File: config.mk
export PLATFORM = sky130hd
export DESIGN_NAME = regfile_alu
export DESIGN_NICKNAME = d
export VERILOG_FILES = /design/src/rtl/regfile_alu.sv
export SDC_FILE = /design/constraint.sdc
export NUM_CORES = 1
export LEC_CHECK = 0
export BUFFER_PORTS_ARGS = -buffer_cell sky130_fd_sc_hd__buf_2
export CAP_MARGIN = 15
export CORE_MARGIN = 2
export CORE_UTILIZATION = 45
export DETAILED_ROUTE_END_ITERATION = 7
export GPL_ROUTABILITY_DRIVEN = 0
export PLACE_DENSITY_LB_ADDON = 0.2
export SYNTH_ARGS = -nofsm -noshare
export SYNTH_HDL_FRONTEND = slang
export SYNTH_SLANG_ARGS = --single-unit
File: constraint.sdc
create_clock -name clk -period 6.2 [get_ports clk]
set_clock_uncertainty 0.2 [all_clocks]
set_input_delay 0.31 -clock clk [delete_from_list [all_inputs] [get_ports clk]]
set_output_delay 0.31 -clock clk [all_outputs]
set_load 0.03 [all_outputs]
File: src/rtl/regfile_alu.sv
// Purpose: 16 x 16-bit register file feeding a two-operand ALU with registered result, flags, sticky error and write counter.
// Latency: one cycle from regEnable/ctrlA/ctrlB/inst to C, flags, err, wr_count and the register write.
// Backpressure: none; one request is accepted every cycle. Build option REGFILE_INIT_EN makes reset load R[i] = i.
module regfile_alu #(
   parameter int COUNT_W = 8
) (
   input  logic               clk,
   input  logic               reset,
   input  logic [15:0]        regEnable,
   input  logic [3:0]         ctrlA,
   input  logic [3:0]         ctrlB,
   input  logic [15:0]        inst,
   output logic [15:0]        C,
   output logic [4:0]         flags,
   output logic               err,
   output logic [COUNT_W-1:0] wr_count
);

   // Flag vector layout, MSB first: carry, low (unsigned A < B), overflow, zero, negative.
   typedef struct packed {
      logic c;
      logic l;
      logic f;
      logic z;
      logic n;
   } flags_t;

   localparam logic [3:0] OPX_AND = 4'b0001;
   localparam logic [3:0] OPX_OR  = 4'b0010;
   localparam logic [3:0] OPX_XOR = 4'b0011;
   localparam logic [3:0] OPX_ADD = 4'b0101;
   localparam logic [3:0] OPX_SUB = 4'b1001;
   localparam logic [3:0] OPX_CMP = 4'b1011;
   localparam logic [3:0] OPX_MOV = 4'b1101;

   logic [15:0]        regs_q [16];
   logic [15:0]        regs_d [16];
   logic [15:0]        c_q, c_d;
   flags_t             flags_q, flags_d;
   logic               err_q, err_d;
   logic [COUNT_W-1:0] wr_count_q, wr_count_d;

   logic [3:0]  opcode;
   logic [3:0]  opext;
   logic [15:0] op_a;
   logic [15:0] op_b;
   logic [16:0] sum;
   logic [15:0] diff;
   logic [15:0] result;
   flags_t      res_flags;
   logic        op_legal;
   logic        is_write;
   logic        multi_hot;
   logic        req_legal;

   // Register-field bits outside opcode/opext carry no meaning for this datapath.
   logic unused_inst_bits;
   assign unused_inst_bits = ^{inst[11:8], inst[3:0]};

   // Decode the instruction, read both ports and compute the ALU result and its flags.
   always_comb begin
      opcode    = inst[15:12];
      opext     = inst[7:4];
      op_a      = regs_q[ctrlA];
      op_b      = regs_q[ctrlB];
      sum       = {1'b0, op_a} + {1'b0, op_b};
      diff      = op_a - op_b;
      result    = '0;
      res_flags = '0;
      op_legal  = 1'b1;
      is_write  = 1'b1;
      case (opext)
         OPX_ADD: begin
            result      = sum[15:0];
            res_flags.c = sum[16];
            res_flags.f = (op_a[15] == op_b[15]) && (result[15] != op_a[15]);
         end
         OPX_SUB, OPX_CMP: begin
            result      = diff;
            res_flags.c = (op_a < op_b);
            res_flags.l = (op_a < op_b);
            res_flags.f = (op_a[15] != op_b[15]) && (result[15] != op_a[15]);
            is_write    = (opext != OPX_CMP);
         end
         OPX_AND: result = op_a & op_b;
         OPX_OR:  result = op_a | op_b;
         OPX_XOR: result = op_a ^ op_b;
         OPX_MOV: result = op_b;
         default: op_legal = 1'b0;
      endcase
      if (opcode != 4'b0000) begin
         op_legal = 1'b0;
      end
      res_flags.z = (result == 16'h0000);
      res_flags.n = result[15];
      // More than one enable bit set means the destination is ambiguous.
      multi_hot = ((regEnable & (regEnable - 16'd1)) != 16'h0000);
      req_legal = op_legal && !multi_hot;
   end

   // Next-state: commit result/flags and at most one register write for legal requests, else latch err.
   always_comb begin
      for (int i = 0; i < 16; i++) begin
         regs_d[i] = regs_q[i];
      end
      c_d        = c_q;
      flags_d    = flags_q;
      err_d      = err_q;
      wr_count_d = wr_count_q;
      if (req_legal) begin
         c_d     = result;
         flags_d = res_flags;
         if (is_write && (regEnable != 16'h0000)) begin
            for (int i = 0; i < 16; i++) begin
               if (regEnable[i]) begin
                  regs_d[i] = result;
               end
            end
            if (wr_count_q != {COUNT_W{1'b1}}) begin
               wr_count_d = wr_count_q + COUNT_W'(1);
            end
         end
      end else begin
         err_d = 1'b1;
      end
   end

   // State registers; reset overrides any request presented on the same edge.
   always_ff @(posedge clk) begin
      if (reset) begin
         for (int i = 0; i < 16; i++) begin
`ifdef REGFILE_INIT_EN
            regs_q[i] <= 16'(i);
`else
            regs_q[i] <= 16'h0000;
`endif
         end
         c_q        <= '0;
         flags_q    <= '0;
         err_q      <= 1'b0;
         wr_count_q <= '0;
      end else begin
         for (int i = 0; i < 16; i++) begin
            regs_q[i] <= regs_d[i];
         end
         c_q        <= c_d;
         flags_q    <= flags_d;
         err_q      <= err_d;
         wr_count_q <= wr_count_d;
      end
   end

   assign C        = c_q;
   assign flags    = flags_q;
   assign err      = err_q;
   assign wr_count = wr_count_q;

endmodule
# --- Yosys cells after proc, flatten, opt, wreduce, memory -nomap -nowiden ---
# Memory sizes are Yosys's and may differ from the RTL's.
# Index checks and enable logic that the tools add are counted.
op_classes:
  add_sub_neg: 4
  mul: 0
  div_mod_pow: 0
  n_lt_le_gt_ge: 1
  n_eq_ne: 61
  shifts: 0
  n_mux: 44
  bitwise: 20
  n_reduce_logical: 28
op_table:
  columns: ["cell", "count"]
  rows:
  - ["16-bit two-way mux", 32]
  - ["256-bit two-way mux", 2]
  - ["16-bit one-hot mux with 6 select lines", 1]
  - ["4-bit AND reduction", 16]
  - ["3-bit != test (second input constant)", 16]
  - ["16-bit AND", 2]
  - ["2-bit != test (second input constant)", 16]
  - ["16-bit nonzero test", 2]
  - ["16-bit by 16-bit adder with 17-bit output", 1]
  - ["16-bit zero test", 1]
  - ["16-bit < comparator", 1]
  - ["1-bit != test (second input constant)", 16]
  - ["1-bit OR", 16]
  - ["16-bit OR", 1]
  - ["16-bit by 1-bit subtractor with 16-bit output (second input constant)", 1]
  - ["16-bit subtractor", 1]
  - ["16-bit XOR", 1]
  - ["4-bit == test (second input constant)", 3]
  - ["8-bit by 1-bit adder with 8-bit output (second input constant)", 1]
  - ["4-bit by 2-bit == test with 1-bit output (second input constant)", 2]
  - ["8-bit != test (second input constant)", 1]
  - ["1-bit two-way mux", 7]
  - ["7-bit OR reduction", 1]
  - ["4-bit by 1-bit == test with 1-bit output (second input constant)", 1]
  - ["10 further kinds", 16]
word_totals:
  regBits: 30
  latchBits: 0
  ram_bits: 256
  romBits: 0
  in_bits: 42
  out_inout_bits: 30
  elab_cells: 167
  mem_count: 1
memory_table:
  columns: ["memory", "depth", "word_bits", "read_ports", "rd_ports_with_merged_regs", "wr", "line", "source"]
  rows:
  - ["regs_q", 16, 16, 2, 0, 16, "36", "logic [15:0] regs_q [16];"]

# --- Logic depth before layout (Yosys ltp) ---
# Gate-level depths: netlist of run 1.
logic_depth:
  ltp_word: 8
  mapped_depth: 20
  depth_no_buf: 16

# --- Worst setup path after synthesis of run 1 ---
# Ideal clock, no wire load.
synth_path:
  path_kind: "input-to-reg"
  from: "input port ctrlA[0]"
  to: "memory regs_q[10][6], data pin"
  setup_time_ns: 0.261
  arrival_time_ns: 4.582
  t_required_ns: 5.739
  slack_ns: 1.157
  stages: 14
  n_path_buf: 3
  path_cell_list: "clkbuf_1 > clkbuf_1 > mux4_2 > mux4_2 > ha_1 > fa_1 > a21o_1 > a221oi_1 > xnor2_1 > a221o_1 > a211oi_1 > or2_2 > buf_2 > inv_2"
synth_lines:
  columns: ["item", "line", "source"]
  rows:
  - ["from (decl)", "10", "input logic [3:0] ctrlA,"]
  - ["to (decl)", "36", null]

==> results of run 1 <==
placed cells by master, fill, tap and decap left out, drive strengths merged, types with 26 or more instances in the layout:
cell type	Yosys	layout
edfxtp	256	256
nor2	236	236
mux4	142	142
buf	39	125
inv	64	67
nand2	60	60
ha	50	50
a21oi	48	48
clkbuf	61	39
o21ai	35	35
dfxtp	29	29
nand2b	29	29
mux2i	26	26
critical path, delay by kind of cell (launching register included):
family,cells,cell delay [ns]
multiplexers,2,0.87
buffers and inverters,2,0.36
AO/OA/AOI/OAI,5,1.11
flip-flops,1,0.39
AND/OR/NAND/NOR,4,1.30
adder cells (fa/ha/maj),2,0.74
power by group:
part / internal [mW] / leakage, nW / switching, mW
logic: 0.451 / 3.55 / 0.752
registers: 2.23 / 2.87 / 0.0505
clock network: 1.18 / 0.537 / 0.804
total: 3.86 / 6.96 / 1.61
per-stage QoR:
step | setup WS, ns | instance area (um^2) | hold WS [ns] | power, mW | utilization
after global placement | 0.7556 | 17870 | 0.2390 | 3.471 | 0.4788
final | 1.055 | 18960 | 0.1906 | 5.464 | 0.5082
after detailed placement | 0.6868 | 17870 | 0.2479 | 3.489 | 0.4788
after CTS | 1.184 | 18960 | 0.1648 | 5.462 | 0.5082
after global routing | 0.7622 | 18960 | 0.1970 | 5.658 | 0.5082
after floorplan | 1.157 | 16910 | 0.3803 | 3.111 | -
flip-flops by register name, summed over array words and instances, names as in the netlist:
| name | cells |
|---|---|
| flags | 4 |
| err | 1 |
| C | 16 |
| wr_count | 8 |
| regs_q | 256 |
metal layers:
metal | routed length, um | share of wire | up-vias | GRT usage
met5 | 0 | 0 | - | 0
li1 | - | - | 5317 | -
met1 | 21220 | 0.40 | 6365 | 0.3739
met2 | 25750 | 0.49 | 658 | 0.4542
met4 | 1541 | 0.029 | 0 | 0.09078
met3 | 4495 | 0.085 | 104 | 0.03969
cell families (layout without fill, tap and decap cells):
kind of cell,after synthesis,after routing,synth area share
mux,176,176,0.2098
simple gates,454,454,0.1250
flops,285,285,0.4889
xor+xnor,13,13,0.006733
buf+inv,164,248,0.04195
fa+ha+maj,52,52,0.03936
compound gates,216,216,0.08827
cells in the mapped netlist, drive strengths merged, types with 22 or more instances:
| cell type | n |
|---|---|
| nor3 | 22 |
| a211oi | 24 |
| ha | 50 |
| nand2b | 29 |
| dfxtp | 29 |
| a21oi | 48 |
| nor2 | 236 |
| buf | 39 |
| nand2 | 60 |
| edfxtp | 256 |
| o21ai | 35 |
| mux4 | 142 |
| clkbuf | 61 |
| mux2i | 26 |
| inv | 64 |
layout make-up:
cell class | count | area (um^2)
Timing Repair Buffer | 125 | 825.8
Clock buffer | 39 | 869.6
Inverter | 64 | 240.2
Fill cell | 3248 | 18350
Sequential cell | 285 | 8268
Tap cell | 474 | 593.1
Clock inverter | 20 | 227.7
Multi-Input combinational cell | 911 | 7939
final timing paths:
check,slack (ns),cells after the start,start,end
hold / removal,0.19,5,regEnable[0],C[8]
setup reg to reg,1.06,15,regs_q[15][0],regs_q[13][14]
hold reg to reg,0.25,2,C[10],C[10]
setup / recovery,1.06,15,regs_q[15][0],regs_q[13][14]
==> results.json, run 1 <==
{
  "area.growth.synth_to_final_pct": 12.13,
  "crit_chain": "mux4_2, mux2i_1, nand2_1, o21ai_0, inv_1, ha_1, fa_1, o21bai_1, a2111oi_2, nor2_1, a21oi_1, or4_1, a31oi_1, nand2b_1, inv_1",
  "cts_max_level": 2,
  "antenna_left": 0,
  "place_hpwl_um": 35010,
  "crit_fanout": 11,
  "synth_cell_type_count": 80,
  "max_stage_delay_ns": 0.54,
  "vias_per_cell": 6.488,
  "cts-root-buf": "clkbuf_16",
  "yosys.area.top_type_share": 0.4546,
  "cts.sinks": 285,
  "grt_usage": 0.2743,
  "critPathArrivalTime_ns": 5.29,
  "dpl.cell_count": 1859,
  "holdCritPathClass": "in -> reg",
  "insertion_delay_ns": 0.55,
  "synth.largest_area_cell": "edfxtp_1",
  "synth_flop_cell": "edfxtp_1",
  "antenna_found_initial": 0,
  "cts-resized-gates": 0,
  "startpoint_type": "flip-flop",
  "maxCapViolations": 0,
  "crit_top_cell": "inv_1",
  "syn-num-nets": 1454,
  "die_x_um": 197.9,
  "fin_cells": 1918,
  "postSynthCellCount": 1360,
  "drive_gt1_frac": 0.2424,
  "path_clk_slew_ns": 0.06,
  "io_pins": 72,
  "fmax_ghz": 0.1944,
  "setup_tns_ns": 0,
  "synth_edf_count": 256,
  "vias": 12440,
  "dr.pass1.iters": 7,
  "leakagePower_nw": 6.960,
  "grt_max_degree": 63,
  "synth_area_per_cell_um2": 12.43,
  "yosys_warnings": 0,
  "cts_tree": "yes",
  "drcViolationCount": 0,
  "n_antenna_cell": 0,
  "grt_pass1_wl_um": 77690,
  "cts_hold_buf": 0,
  "powerDensity_nw_per_um2": 288.2,
  "synthArstFlopShare": 0,
  "wire_per_inst_um": 27.64,
  "crit_type": "reg -> reg",
  "vdd_ir_drop_max_mv": 0.1594,
  "ys_seq_elements": 285,
  "cts_buffers": 34,
  "dieHeight_um": 197.9,
  "report.final.slew_viol_count": 0,
  "rows": 71,
  "hold_viol": 0,
  "period_needed_ns": 5.145,
  "cp.required_ns": 6.35,
  "worst_slew_pin_slew_ns": 1.097,
  "outcome": "completed",
  "die-area_um2": 39150,
  "post-cts-setup-buffers": 0,
  "nets": 1515,
  "endpoint_kind": "flip-flop",
  "synthTopCellsByArea": "edfxtp_1 (45%), mux4_2 (19%), nor2_1 (5.2%), ha_1 (3.7%), dfxtp_1 (3.4%)",
  "rsz0062_at_grt": "no",
  "core_area_um2": 37310,
  "port_buffers": 63,
  "clock_path_buffers": 3,
  "setup_viol": 0,
  "grt-ovfl-total": 0,
  "totalWireLength_um": 53000,
  "first_global_vias": 11950,
  "cpMaxStageDelayCell": "or4_1",
  "slew_headroom": 0.2643,
  "ys_seq_area_frac": 0.4889,
  "synthesis.area_um2": 16910,
  "drtIter0Drc": 1499,
  "finalCritPeriodShare": 0.8298,
  "start_util": 0.4533
}
Note: power is estimated with default switching activity, not from simulation.
==> inputs of run 2 (changes only) <==
- clock period: 6.2 -> 5.35 ns (I/O delays scaled with it)
==> run 2 against run 1 <==
Against the previous run:
- count of clock-buffer cells in the layout is 5 lower
- cell count is 1.3% higher
- power is 13% higher
- global-route usage is 0.42 points lower
- flip-flop and latch count stayed put
- setup slack worse by 0.66 ns
- cell area is 0.65% higher
- routed wire length is 0.76% lower
- sequential share of layout area is 0.28 points lower
- via count is 0.80% lower
- combinational power is 20% higher
- largest cell class unchanged
- largest power group unchanged
==> results.json, run 2 (synthesis gave the netlist of run 1 again) <==
{
  "power_mw": 6.188,
  "crit_type": "reg -> reg",
  "cts.sinks": 285,
  "report.final.slew_viol_count": 0,
  "fin_cells": 1942,
  "fmax_ghz": 0.2018,
  "cts-resized-gates": 0,
  "vias": 12340,
  "r2r_start": "regs_q[10][0]",
  "reg2reg_slack_ns": 0.40,
  "layout.cells.most_common_list": "edfxtp_1 (256), nor2_1 (235), mux4_2 (142)",
  "io_pins": 72,
  "port_buffers": 63,
  "antenna_left": 0,
  "wl_met2_um": 25660,
  "nets": 1536,
  "drcViolationCount": 0,
  "start_util": 0.4533,
  "core_area_um2": 37310,
  "first_global_vias": 11920,
  "vdd_ir_drop_max_mv": 0.2418,
  "setup_viol": 0,
  "outcome": "completed",
  "setup_tns_ns": 0,
  "crit_fanout": 11,
  "rows": 71,
  "path_clk_slew_ns": 0.06,
  "critPathArrivalTime_ns": 5.04,
  "cts_tree": "yes",
  "endpoint_kind": "flip-flop",
  "worst_slew_pin_slew_ns": 1.035,
  "utilization": 0.5116,
  "min_path_cells": 5,
  "fill_cells": 3273,
  "wire_per_inst_um": 27.09,
  "regToRegEndpoint": "regs_q[14][8]",
  "grt_pass1_wl_um": 77070,
  "vias_per_cell": 6.356,
  "cts-root-buf": "clkbuf_16",
  "multiInputGateArea_um2": 7939,
  "antenna_found_initial": 2,
  "hold_viol": 0,
  "cp.required_ns": 5.43,
  "min-delay-start": "regEnable[0]",
  "drive_gt1_frac": 0.2556,
  "dpl.cell_count": 1883,
  "dp_slack_ns": 0.2639,
  "grt-ovfl-total": 0,
  "fin_ws_ns": 0.3952,
  "drtIter0Drc": 1358,
  "min_to": "C[8]",
  "cts_hold_buf": 0,
  "wl_met3_um": 4440,
  "totalWireLength_um": 52600,
  "die-area_um2": 39150,
  "clock_path_buffers": 3,
  "grt_max_degree": 63,
  "area.growth.synth_to_final_pct": 12.87,
  "place_hpwl_um": 35430,
  "largest_reg_flops": 256,
  "finalCritPeriodShare": 0.9261,
  "holdCritPathClass": "in -> reg",
  "powerDensity_nw_per_um2": 324.2,
  "maxCapViolations": 0,
  "cts_max_level": 1,
  "rsz0062_at_grt": "no",
  "top_layer_used": "met4",
  "startpoint_type": "flip-flop",
  "cts_buffers": 31,
  "insertion_delay_ns": 0.59,
  "final_area_um2": 19090,
  "period_needed_ns": 4.955,
  "die_x_um": 197.9,
  "dr.pass1.iters": 5,
  "place_area_um2": 18080,
  "leakagePower_nw": 7.043,
  "seq_area_um2": 8268,
  "layout_commonest_cell": "edfxtp_1",
  "grt_usage": 0.2701,
  "dieHeight_um": 197.9,
  "rr_worst_depth": 14,
  "regMostFlops": "regs_q",
  "whs_ns": 0.09287,
  "m1WireLength_um": 20980,
  "slew_headroom": 0.3082,
  "post-cts-setup-buffers": 0
}
==> run 2: cell types whose count changed in the layout (fill, tap and decap cells not counted), sizes merged <==
cell      change
buf          +24
clkbuf        -5
clkinv        +4
clkinvlp      +2
bufinv        -1
diode         +1
inv           -1
==> run 2: layout make-up <==
class,count,share of cell area
Inverter,64,0.01259
Tap cell,474,0.03107
Antenna cell,1,0.0001311
Timing Repair Buffer,149,0.05467
Clock inverter,24,0.01121
Clock buffer,34,0.04123
Multi-Input combinational cell,911,0.4159
Sequential cell,285,0.4332
==> run 2: how the worst max path moves through the flow <==
stage / from / slack, ns / to / cells after the start
detailed placement: ctrlB[0] / 0.26 / regs_q[15][14] / 16
finish: regs_q[10][0] / 0.40 / regs_q[14][8] / 14
CTS: regs_q[9][0] / 0.44 / regs_q[15][14] / 14
global route: regs_q[9][0] / 0.1 / flags[1] / 17
floorplan: ctrlA[0] / 0.35 / regs_q[10][6] / 14
global placement: ctrlB[0] / 0.30 / regs_q[12][8] / 15
==> run 2: routing by layer <==
layer / vias to the layer above / GRT usage
met5: - / 0
met4: 0 / 0.07909
met3: 97 / 0.04394
met2: 589 / 0.4511
met1: 6285 / 0.3656
li1: 5373 / -
==> run 2: power breakdown <==
part	internal, mW	switching (mW)	leakage (nW)	total (mW)
registers	2.58	0.0614	2.87	2.64
clock network	1.21	0.902	0.493	2.11
logic	0.564	0.874	3.68	1.44
==> run 2: critical path, cell delays in order, from the launching register on <==
cell       delay, ns
edfxtp_1        0.40
mux4_2          0.49
mux2_2          0.33
o21ai_0         0.27
inv_1           0.10
ha_1            0.25
fa_1            0.47
o21bai_1        0.26
a2111oi_2       0.16
o31ai_1         0.53
nand2_1         0.11
o221ai_1        0.19
nand3_1         0.20
nand2b_1        0.43
inv_1           0.24
